==> src/rtl/opcode_sequencer_if.sv <==
// Controller-side bus of the opcode sequencer: PC control strobes in, fetched opcode and pc out.
interface opcode_sequencer_if #(
  parameter int AW = 4
);
  logic          IRWrite;
  logic          PCWrite;
  logic          PCWriteCond;
  logic [1:0]    PCSource;
  logic          zero;
  logic [AW-1:0] jump_target;
  logic [5:0]    opcode;
  logic [AW-1:0] pc;

  modport master (
    output IRWrite, PCWrite, PCWriteCond, PCSource, zero, jump_target,
    input  opcode, pc
  );

  modport slave (
    input  IRWrite, PCWrite, PCWriteCond, PCSource, zero, jump_target,
    output opcode, pc
  );
endinterface

==> src/rtl/opcode_sequencer.sv <==
// Loadable 6-bit opcode store that answers the multicycle controller's fetch strobe
// and tracks a program counter driven by the controller's PC write controls.
module opcode_sequencer #(
  parameter int DEPTH = 16,
  parameter int AW    = 4
) (
  input  logic                clk,
  input  logic                reset,
  input  logic                load_en,
  input  logic [AW-1:0]       load_addr,
  input  logic [5:0]          load_opcode,
  input  logic                start,
  opcode_sequencer_if.slave   ctrl,
  output logic                busy,
  output logic                done,
  output logic [15:0]         instr_count
);

  localparam logic [5:0] HALT_OP = 6'b111111;
  localparam logic [5:0] NOP_OP  = 6'b000000;

  typedef enum logic [1:0] {
    IDLE,
    RUN,
    DONE
  } state_t;

  state_t        state;
  logic [5:0]    prog [DEPTH];
  logic [AW-1:0] pc_q;
  logic [5:0]    opcode_q;
  logic          halt_pending;
  logic [5:0]    fetch_word;
  logic          pc_load;

  assign fetch_word = prog[pc_q];
  assign pc_load    = (ctrl.PCWrite && ctrl.PCSource == 2'b10) ||
                      (ctrl.PCWriteCond && ctrl.zero && ctrl.PCSource == 2'b01);

  assign ctrl.pc     = pc_q;
  assign ctrl.opcode = opcode_q;

  // A HALT fetch only arms halt_pending; the move to DONE happens one edge later.
  always_ff @(posedge clk or negedge reset) begin
    if (!reset) begin
      state        <= IDLE;
      pc_q         <= '0;
      opcode_q     <= NOP_OP;
      instr_count  <= '0;
      busy         <= 1'b0;
      done         <= 1'b0;
      halt_pending <= 1'b0;
      for (int i = 0; i < DEPTH; i++) begin
        prog[i] <= NOP_OP;
      end
    end else begin
      if (state == IDLE && load_en) begin
        prog[load_addr] <= load_opcode;
      end
      case (state)
        IDLE, DONE: begin
          if (start) begin
            state        <= RUN;
            busy         <= 1'b1;
            done         <= 1'b0;
            pc_q         <= '0;
            opcode_q     <= NOP_OP;
            instr_count  <= '0;
            halt_pending <= 1'b0;
          end
        end
        RUN: begin
          if (halt_pending) begin
            state        <= DONE;
            busy         <= 1'b0;
            done         <= 1'b1;
            halt_pending <= 1'b0;
          end else begin
            if (ctrl.IRWrite) begin
              if (fetch_word == HALT_OP) begin
                opcode_q     <= NOP_OP;
                halt_pending <= 1'b1;
              end else begin
                opcode_q <= fetch_word;
                pc_q     <= pc_q + 1'b1;
              end
              if (instr_count != 16'hFFFF) begin
                instr_count <= instr_count + 16'd1;
              end
            end
            // Jump/branch target wins over the implicit fetch increment.
            if (pc_load) begin
              pc_q <= ctrl.jump_target;
            end
          end
        end
        default: begin
          state <= IDLE;
          busy  <= 1'b0;
          done  <= 1'b0;
        end
      endcase
    end
  end

endmodule

==> src/flat_wrapper.sv <==
// flat-port wrapper written by rule: the top's interface ports become plain ports
module opcode_sequencer_flat 
#(
  parameter int DEPTH = 16,
  parameter int AW    = 4
)
  (clk, reset, load_en, load_addr, load_opcode, start, busy, done, instr_count, ctrl_IRWrite, ctrl_PCWrite, ctrl_PCWriteCond, ctrl_PCSource, ctrl_zero, ctrl_jump_target, ctrl_opcode, ctrl_pc);
  opcode_sequencer_if #(.AW(AW)) ctrl_i ();
  input  logic clk;
  input  logic reset;
  input  logic load_en;
  input  logic [AW-1:0] load_addr;
  input  logic [5:0] load_opcode;
  input  logic start;
  output logic busy;
  output logic done;
  output logic [15:0] instr_count;
  input wire logic [$bits(ctrl_i.IRWrite)-1:0] ctrl_IRWrite;
  input wire logic [$bits(ctrl_i.PCWrite)-1:0] ctrl_PCWrite;
  input wire logic [$bits(ctrl_i.PCWriteCond)-1:0] ctrl_PCWriteCond;
  input wire logic [$bits(ctrl_i.PCSource)-1:0] ctrl_PCSource;
  input wire logic [$bits(ctrl_i.zero)-1:0] ctrl_zero;
  input wire logic [$bits(ctrl_i.jump_target)-1:0] ctrl_jump_target;
  output wire logic [$bits(ctrl_i.opcode)-1:0] ctrl_opcode;
  output wire logic [$bits(ctrl_i.pc)-1:0] ctrl_pc;
  assign ctrl_i.IRWrite = ctrl_IRWrite;
  assign ctrl_i.PCWrite = ctrl_PCWrite;
  assign ctrl_i.PCWriteCond = ctrl_PCWriteCond;
  assign ctrl_i.PCSource = ctrl_PCSource;
  assign ctrl_i.zero = ctrl_zero;
  assign ctrl_i.jump_target = ctrl_jump_target;
  assign ctrl_opcode = ctrl_i.opcode;
  assign ctrl_pc = ctrl_i.pc;
  opcode_sequencer #(.DEPTH(DEPTH), .AW(AW)) u_core (.clk(clk), .reset(reset), .load_en(load_en), .load_addr(load_addr), .load_opcode(load_opcode), .start(start), .ctrl(ctrl_i), .busy(busy), .done(done), .instr_count(instr_count));
endmodule
==> config.mk <==
export PLATFORM = sky130hd
export DESIGN_NAME = opcode_sequencer_flat
export DESIGN_NICKNAME = d
export VERILOG_FILES = /design/src/rtl/opcode_sequencer_if.sv /design/src/rtl/opcode_sequencer.sv /design/src/flat_wrapper.sv
export SDC_FILE = /design/constraint.sdc
export NUM_CORES = 1
export LEC_CHECK = 0
export BUFFER_PORTS_ARGS = -buffer_cell sky130_fd_sc_hd__buf_2
export CAP_MARGIN = 0
export CORE_MARGIN = 5
export CORE_UTILIZATION = 30
export DETAILED_ROUTE_END_ITERATION = 8
export PLACE_DENSITY = 0.53
export SLEW_MARGIN = 20
export SYNTH_ARGS = -nofsm -noshare
export SYNTH_HDL_FRONTEND = slang
export SYNTH_SLANG_ARGS = --single-unit
==> constraint.sdc <==
create_clock -name clk -period 6.35 [get_ports clk]
set_clock_uncertainty 0.1 [all_clocks]
set_input_delay 0.9525 -clock clk [delete_from_list [all_inputs] [get_ports clk]]
set_output_delay 0.9525 -clock clk [all_outputs]
set_load 0.005 [all_outputs]
==> reports/qor.yml, run 1 <==
rsz0062_at_grt: "no"
synth_fa_ha_area_frac: 0.00419
synth_top_family_by_area: "multiplexers"
r2r_start: "u_core.state[0]"
place_ws_ns: 2.73
p_clk_frac: 0.396
internal_power_uw: 1840
cts_max_level: 4
grt_pass1_wl_um: 22900
drc_errors: 0
coreArea_um2: 19500
post-route-period-util: 0.500
max-cap-violations: 0
die_area_um2: 22800
cts.sinks: 126
crit_required_ns: 6.59
fin_nets: 520
postCtsSetupBuffers: 0
grt_pass1_vias: 4098
seq_area_frac_synth: 0.528
antenna-diode-count: 0
place_area_um2: 6470
ys_ff_latch: 126
portBuffers: 51
worstSetupStartpoint: "start"
area_growth_pct: 18.9
ir_drop_mv: 0.207
cts.path.max_buffers: 2
fin_crit_ns: 3.18
stdcell_area_um2: 7100
clkTransAtPathRegs_ns: 0.06
clkLatencyLatePin_ns: 0.42
crit_top_cell: "a21oi_1"
drtIter0Drc: 128
grt_util_met1: 0.180
tritoncts: "built"
path_class: "in -> reg"
holdBufCountCts: 0
postSynthAreaPerCell_um2: 13.5
place_congestion: 0.794
hold_path.class: "reg -> reg"
syn_nets: 468
setup_viol: 0
netlist_area_um2: 5970
maxSlewViolCount: 0
relSlewSlack: 0.349
synthSimpleGateAreaFrac: 0.0909
setup_tns_ns: 0
synth-xor-area-share: 0.0147
path_max_fanout: 15
min_from: "u_core.prog[60]"
met2_usage: 0.214
die_width_um: 151
end_kind: "register"
hpwl_um: 9820
power_frac_seq: 0.393
status: "completed"
avgRoutedWirePerCell_um: 18.4
path_cells: "buf_2 > nor2b_1 > nor2_1 > a21oi_1 > nand3b_1 > or3_1 > a21oi_1"
die_y_um: 151
clock-root-buffer: "clkbuf_16"
power_density_nw_per_um2: 362
ctsResizeCount: 0
finalPower_uw: 2570
utilization: 0.364
switchingPower_uw: 731
pin_count: 52
drt-vias-per-instance: 5.07
pwr-share-comb: 0.212
drt_wl_total_um: 14200
slowest_delay_ns: 0.77
critPathSlowestCell: "nor2b_1"
timing.fmax_ghz: 0.315
sw_frac_of_total: 0.284
via_count: 3916
antenna_left: 0
layout_setup_ws_ns: 3.17
synthMuxAreaShare: 0.284
grt_busiest_layer: "met2"
grt_util_met3: 0.0341
p_leak_uw: 0.00334
worst_pin_slew_ns: 0.975
grt_use_total: 0.133
initial_utilization: 0.306
numCtsBuffers: 17
rows: 51
antenna_found_initial: 0
grt_overflow: 0
netlist_instances: 442
yosysUniqueCellTypes: 45
grt_max_degree: 71
drtPass1Iterations: 5
drive_gt1_frac: 0.400
cp_data_arrival_time_ns: 3.42
synth_compound_area_frac: 0.0574
yosysWarnings: 0
finalHoldViolCount: 0
reg2reg_slack_ns: 3.35
start_kind: "primary input"
synthesized netlist by cell type (all sizes together):
master / number / share of area
clkbuf: 13 / 0.0082
nand3b: 1 / 0.0013
a211oi: 1 / 0.0013
nand3: 9 / 0.0075
mux2i: 1 / 0.0017
or3: 6 / 0.0063
nor4bb: 1 / 0.0017
dfrtp: 126 / 0.53
inv: 1 / 0.00063
a21oi: 10 / 0.0090
nand4: 5 / 0.0052
nor2b: 7 / 0.0073
a22oi: 12 / 0.015
o21ai: 10 / 0.0084
o32ai: 1 / 0.0015
o22ai: 2 / 0.0021
nor2: 27 / 0.017
nor3b: 1 / 0.0013
a21o: 1 / 0.0013
xor2: 8 / 0.012
o31ai: 2 / 0.0025
buf: 8 / 0.012
ha: 2 / 0.0042
nand2: 33 / 0.021
nand4b: 1 / 0.0015
mux2: 98 / 0.19
nand2b: 5 / 0.0052
a22o: 7 / 0.010
and4: 4 / 0.0063
a31o: 2 / 0.0044
and3: 2 / 0.0021
nor3: 4 / 0.0034
and2: 4 / 0.0042
a2111oi: 1 / 0.0017
mux4: 24 / 0.097
xnor2: 2 / 0.0029
critical path: cells and delay by family:
| kind | cells | cell delay [ns] |
|---|---|---|
| AOI/OAI and AO/OA | 2 | 0.52 |
| buffers and inverters | 1 | 0.11 |
| and+or+nand+nor | 4 | 1.82 |
kinds of logic (layout without fill, tap and decap cells):
family | Yosys count | in the layout
adder cells (fa/ha/maj) | 2 | 2
flip-flops | 126 | 126
buffers and inverters | 22 | 87
AO/OA/AOI/OAI | 49 | 49
AND/OR/NAND/NOR | 110 | 110
multiplexers | 123 | 123
XOR/XNOR | 10 | 10
placed cells by master (no fill, tap or decap), drive strengths merged, types with 4 or more instances in the layout:
cell	netlist	routed
clkbuf	13	20
mux4	24	24
nor3	4	4
nand2b	5	5
nor2b	7	7
clkinvlp	0	5
nand3	9	9
a22oi	12	12
mux2	98	98
a22o	7	7
and4	4	4
and2	4	4
nor2	27	27
or3	6	6
nand4	5	5
nand2	33	33
o21ai	10	10
xor2	8	8
dfrtp	126	126
buf	8	54
a21oi	10	10
power groups by stage:
stage	Sequential (uW)	Combinational (uW)	Clock, uW
floorplan	1000	388	0
global placement	1020	548	0
detailed placement	1020	554	0
CTS	1010	556	1030
global route	1030	596	1080
finish	1010	544	1020
state kept, by name (all words and copies together), names as in the netlist:
| register | cells |
|---|---|
| u_core.halt_pending | 1 |
| u_core.ctrl.opcode | 6 |
| u_core.instr_count | 16 |
| u_core.state | 2 |
| u_core.busy | 1 |
| u_core.ctrl.pc | 4 |
| u_core.prog | 96 |
worst paths after layout:
kind                                           to  cells past startpoint
min in group asynchronous             u_core.busy                      1
min reg2reg                       u_core.prog[60]                      1
max                        u_core.instr_count[15]                      7
max in group asynchronous         u_core.prog[44]                      2
min                               u_core.prog[60]                      1
max reg2reg                u_core.instr_count[15]                      6
per-stage QoR:
stage / instances / hold WS [ns]
floorplan: 442 / 0.370
global placement: 740 / 0.378
detailed placement: 740 / 0.386
CTS: 772 / 0.399
global route: 772 / 0.408
finish: 772 / 0.397
routing by layer:
layer	vias up	routed length (um)
met2	106	6740
met4	0	92
met1	2048	6620
met5	-	0
li1	1755	-
met3	7	789
layout make-up:
type	count	area [um^2]
fill	1924	12400
tap	265	332
inverter	1	3.75
clock buffer	20	467
timing repair buffer	54	280
sequential	126	3150
multi-input combinational	294	2710
clock inverter	12	159
(Power assumes the default switching activity.)
==> inputs of run 2 (changes only) <==
==> constraint.sdc (replaced) <==
create_clock -name clk -period 3 [get_ports clk]
set_clock_uncertainty 0.1 [all_clocks]
set_input_delay 0.45 -clock clk [delete_from_list [all_inputs] [get_ports clk]]
set_output_delay 0.45 -clock clk [all_outputs]
set_load 0.005 [all_outputs]
==> reports/qor.yml, run 2 (synthesis results as in run 1) <==
status: "completed"
post-route-period-util: 0.866
final_cell_mix: "dfrtp_1 (126), mux2_2 (97), buf_2 (50)"
end_kind: "register"
drc_errors: 0  # unchanged
hpwl_um: 9670  # -1.5%
drt-vias-per-instance: 4.98  # -1.8%
holdBufCountCts: 0  # unchanged
ctsResizeCount: 0  # unchanged
highest_layer: "met4"
start_kind: "register"
drt_wl_total_um: 14100  # -1.2%
antenna_found_initial: 0  # unchanged
clkTransAtPathRegs_ns: 0.05  # about the same
utilization: 0.367  # +0.00314
rr_worst_depth: 7  # +1
relSlewSlack: 0.468  # +0.119
max-cap-violations: 0  # unchanged
hold_path.class: "in -> async"
wl_met3_um: 792  # +0.38%
layout_commonest_cell: "dfrtp_1"
drtIter0Drc: 184  # +44%
numCtsBuffers: 17  # unchanged
cts.path.max_buffers: 2  # unchanged
wl_met1_um: 6590  # -0.45%
cp_data_arrival_time_ns: 2.80  # -0.62 ns
grt_pass1_vias: 3951  # -3.6%
power_density_nw_per_um2: 758  # +110%
rows: 51  # unchanged
worst_pin_slew_ns: 0.793  # -0.182 ns
antenna-diode-count: 0  # unchanged
place_inst: 747  # +0.95%
antenna_left: 0  # unchanged
clkLatencyLatePin_ns: 0.42  # about the same
finalHoldViolCount: 0  # unchanged
largest_reg_flops: 96  # unchanged
fin_nets: 527  # +1.3%
slowest_delay_ns: 0.58  # -0.19 ns
setup_viol: 0  # unchanged
grt_max_degree: 127  # +79%
timing.fmax_ghz: 0.385
path_cells: "buf_12 > mux4_1 > a22oi_1 > nand2_1 > and4_4 > a31o_4 > o32ai_1"
area_growth_pct: 19.9
die_width_um: 151  # unchanged
maxSlewViolCount: 0  # unchanged
avgRoutedWirePerCell_um: 18.1  # -2.1%
rsz0062_at_grt: "no"
crit_required_ns: 3.20  # -3.39 ns
initial_utilization: 0.306  # unchanged
grt_overflow: 0  # unchanged
wl_met2_um: 6560  # -2.6%
fin_cells: 779  # +0.91%
critPathSlowestCell: "mux4_1"
coreArea_um2: 19500  # unchanged
cts.sinks: 126  # unchanged
cts_max_level: 4  # unchanged
place_congestion: 0.838  # +5.6%
place_ws_ns: 0.373  # -2.35 ns
hold_slack_ns: 0.0101  # -0.387 ns
die_area_um2: 22800  # unchanged
clock-root-buffer: "clkbuf_16"
path_class: "reg -> reg"
grt_pass1_wl_um: 22600  # -1.5%
fin_crit_ns: 2.60
grt_use_total: 0.132  # -0.00120
setup_tns_ns: 0  # unchanged
portBuffers: 51  # unchanged
pin_count: 52  # unchanged
fill_cells: 1896  # -1.5%
ir_drop_mv: 0.512  # +150%
drtPass1Iterations: 5  # unchanged
drive_gt1_frac: 0.403  # +0.00233
p_leak_uw: 0.00339  # +1.5%
path_max_fanout: 21  # +6
postCtsSetupBuffers: 0  # unchanged
regMostFlops: "u_core.prog"
die_y_um: 151  # unchanged
via_count: 3881  # -0.89%
layout_setup_ws_ns: 0.402  # -2.77 ns
tritoncts: "built"
==> run 2: cell types whose count changed in the layout (fill, tap and decap cells not counted), sizes merged <==
cell      previous run  this run
buf                 54        61
clkbuf              20        19
clkinv               2         6
clkinvlp             5         2
==> run 2: per-stage QoR <==
stage | total power [uW] | cell area, um^2
2_1_floorplan | 2940 | 5970
3_3_place_gp | 3360 | 6560
6_report | 5430 | 7160
4_1_cts | 5500 | 7160
3_5_place_dp | 3390 | 6560
5_1_grt | 5720 | 7160
==> run 2: per-layer routing <==
metal	track usage	vias to the layer above
met2	0.203	110
met1	0.182	1993
met3	0.0392	11
met5	0	-
li1	-	1767
met4	0.0363	0
==> run 2: final cells by class <==
| cell class | count | area [um^2] | share of cell area |
|---|---|---|---|
| inverter | 1 | 3.75 | 0.000524 |
| clock buffer | 19 | 443 | 0.0618 |
| timing repair buffer | 61 | 370 | 0.0517 |
| multi-input combinational | 294 | 2700 | 0.377 |
| tap | 265 | 332 | 0.0463 |
| sequential | 126 | 3150 | 0.440 |
| clock inverter | 13 | 164 | 0.0229 |
==> run 2: worst max-delay path: cells and delay by family, from the launching register on <==
family                 cells  cell delay [ns]
multiplexers               1             0.58
AND/OR/NAND/NOR            2             0.36
AO/OA/AOI/OAI              3             0.84
buffers and inverters      1             0.21
flip-flops                 1             0.39
==> run 2: report_power, final <==
part	total, uW	leakage (uW)	switching, uW	internal (uW)
clock	2090	0.000294	761	1330
combinational	1190	0.00141	582	608
sequential	2150	0.00169	195	1960
==> run 2: worst paths after layout <==
check	endpoint	slack (ns)	startpoint
max in group asynchronous	u_core.prog[48]	2.24	reset
min in group clk	u_core.state[1]	0.26	start
hold reg to reg	u_core.prog[55]	0.40	u_core.prog[55]
setup reg to reg	u_core.ctrl.pc[2]	0.40	u_core.ctrl.pc[0]
hold / removal	u_core.instr_count[8]	0.01	reset
setup / recovery	u_core.ctrl.pc[2]	0.40	u_core.ctrl.pc[0]
==> inputs of run 3 (changes only) <==
==> constraint.sdc (replaced) <==
create_clock -name clk -period 3 [get_ports clk]
set_clock_uncertainty 0.1 [all_clocks]
set_input_delay 0.3 -clock clk [delete_from_list [all_inputs] [get_ports clk]]
set_output_delay 0.3 -clock clk [all_outputs]
set_load 0.1 [all_outputs]
==> reports/qor.yml, run 3 (synthesis results as in run 1) <==
drtIter0Drc: 206  # +12%
max-cap-violations: 0  # unchanged
end_kind: "register"
grt_pass1_wl_um: 22900  # +1.5%
rsz0062_at_grt: "no"
cts.path.max_buffers: 2  # unchanged
status: "completed"
fin_cells: 783  # +0.51%
place_inst: 750  # +0.40%
antenna_left: 0  # unchanged
clkLatencyLatePin_ns: 0.42  # about the same
ctsResizeCount: 0  # unchanged
drc_errors: 0  # unchanged
die_area_um2: 22800  # unchanged
rr_worst_depth: 7  # unchanged
holdBufCountCts: 1  # +1
avgRoutedWirePerCell_um: 17.9  # -0.85%
worst_pin_slew_ns: 0.830  # +0.0370 ns
initial_utilization: 0.306  # unchanged
maxSlewViolCount: 0  # unchanged
grt_overflow: 0  # unchanged
via_count: 3842  # -1.0%
grt_use_total: 0.132  # +0.000133
grt_max_degree: 63  # -50%
grt_util_met1: 0.180  # -0.00178
drtPass1Iterations: 4  # -1
area_growth_pct: 19.8
coreArea_um2: 19500  # unchanged
die_width_um: 151  # unchanged
drive_gt1_frac: 0.405  # +0.00268
path_class: "reg -> reg"
utilization: 0.366  # -0.000384
critPathSlowestCell: "mux4_1"
drt-vias-per-instance: 4.91  # -1.5%
grt_pass1_vias: 4121  # +4.3%
fin_crit_ns: 2.65  # +0.0482 ns
clkTransAtPathRegs_ns: 0.06  # about the same
path_delay_family: "multiplexers"
reg2reg_slack_ns: 0.35  # -0.05 ns
holdPathStages: 3
power_density_nw_per_um2: 832  # +9.7%
layout_commonest_cell: "dfrtp_1"
slowest_delay_ns: 0.56  # -0.02 ns
start_kind: "register"
setup_tns_ns: 0  # unchanged
path_depth: 7  # unchanged
clock-root-buffer: "clkbuf_16"
drt_wl_total_um: 14000  # -0.34%
rows: 51  # unchanged
die_y_um: 151  # unchanged
finalHoldViolCount: 0  # unchanged
path_max_fanout: 13  # -38%
grt_busiest_layer: "met2"
setup_viol: 0  # unchanged
relSlewSlack: 0.447  # -0.0211
path_cells: "buf_12 > mux4_1 > a22oi_1 > nand2_1 > and4_4 > a31o_4 > mux2_4"
ir_drop_mv: 0.339  # -34%
grt_util_met3: 0.0365  # -0.00269
hpwl_um: 9890  # +2.2%
cts_max_level: 4  # unchanged
path_buf_inv: 1  # unchanged
largest_reg_flops: 96  # unchanged
portBuffers: 51  # unchanged
timing.fmax_ghz: 0.378  # -1.8%
antenna-diode-count: 0  # unchanged
cp_data_arrival_time_ns: 2.84  # +0.04 ns
final_cell_mix: "dfrtp_1 (124), mux2_2 (97), buf_2 (50)"
regMostFlops: "u_core.prog"
pin_count: 52  # unchanged
numCtsBuffers: 17  # unchanged
fin_nets: 531  # +0.76%
cts.sinks: 126  # unchanged
antenna_found_initial: 0  # unchanged
tritoncts: "built"
postCtsSetupBuffers: 0  # unchanged
hold_path.class: "in -> reg"
p_leak_uw: 0.00339  # about the same
met2_usage: 0.209  # +0.00603
crit_required_ns: 3.20  # about the same
place_congestion: 0.785  # -6.3%
post-route-period-util: 0.882  # +0.0161
==> run 3: cell types whose count changed in the layout (fill, tap and decap cells not counted), moves of 2 or more <==
cell      delta
dfrtp_1      -2
dfrtp_2      +2
clkinv_4     -2
buf_4        +4
clkbuf_1     +2
==> run 3: layer usage <==
| layer | vias up | wire length (um) |
|---|---|---|
| li1 | 1774 | - |
| met2 | 85 | 6630 |
| met3 | 12 | 675 |
| met1 | 1971 | 6570 |
| met4 | 0 | 138 |
| met5 | - | 0 |
==> run 3: layout make-up <==
type	count	area (um^2)
multi-input cells	294	2700
clock buffers	22	464
inverters	1	3.75
clock inverters	10	113
flip-flops and latches	126	3160
well taps	265	332
fillers	1923	12400
repair buffers	65	390
==> run 3: tightest hold or removal path: cells and delay by family <==
| family | cells | cell delay [ns] |
|---|---|---|
| buffers and inverters | 1 | 0.12 |
| AO/OA/AOI/OAI | 1 | 0.06 |
| AND/OR/NAND/NOR | 1 | 0.10 |
==> run 3: final timing paths <==
path,startpoint,to
max in group asynchronous,reset,u_core.prog[78]
min in group asynchronous,reset,u_core.busy
max,u_core.ctrl.pc[0],u_core.ctrl.pc[1]
max reg2reg,u_core.ctrl.pc[0],u_core.ctrl.pc[1]
min,start,u_core.state[1]
min reg2reg,u_core.prog[14],u_core.prog[14]
==> run 3: stage by stage <==
stage	power (uW)	setup WS [ns]	hold slack, ns	cell area, um^2
2_1_floorplan	3580	0.0589	-0.0956	5980
3_3_place_gp	3970	0.371	0.345	6570
3_5_place_dp	4010	0.344	0.362	6570
4_1_cts	6030	0.347	0.0968	7160
5_1_grt	6240	0.162	0.132	7160
6_report	5960	0.354	0.118	7160
==> run 3: power by group <==
group	leakage, uW	switching, uW	total (uW)	internal (uW)
clock	0.000280	731	1990	1260
sequential	0.00169	276	2230	1960
combinational	0.00142	1140	1730	591
total	0.00339	2150	5960	3810
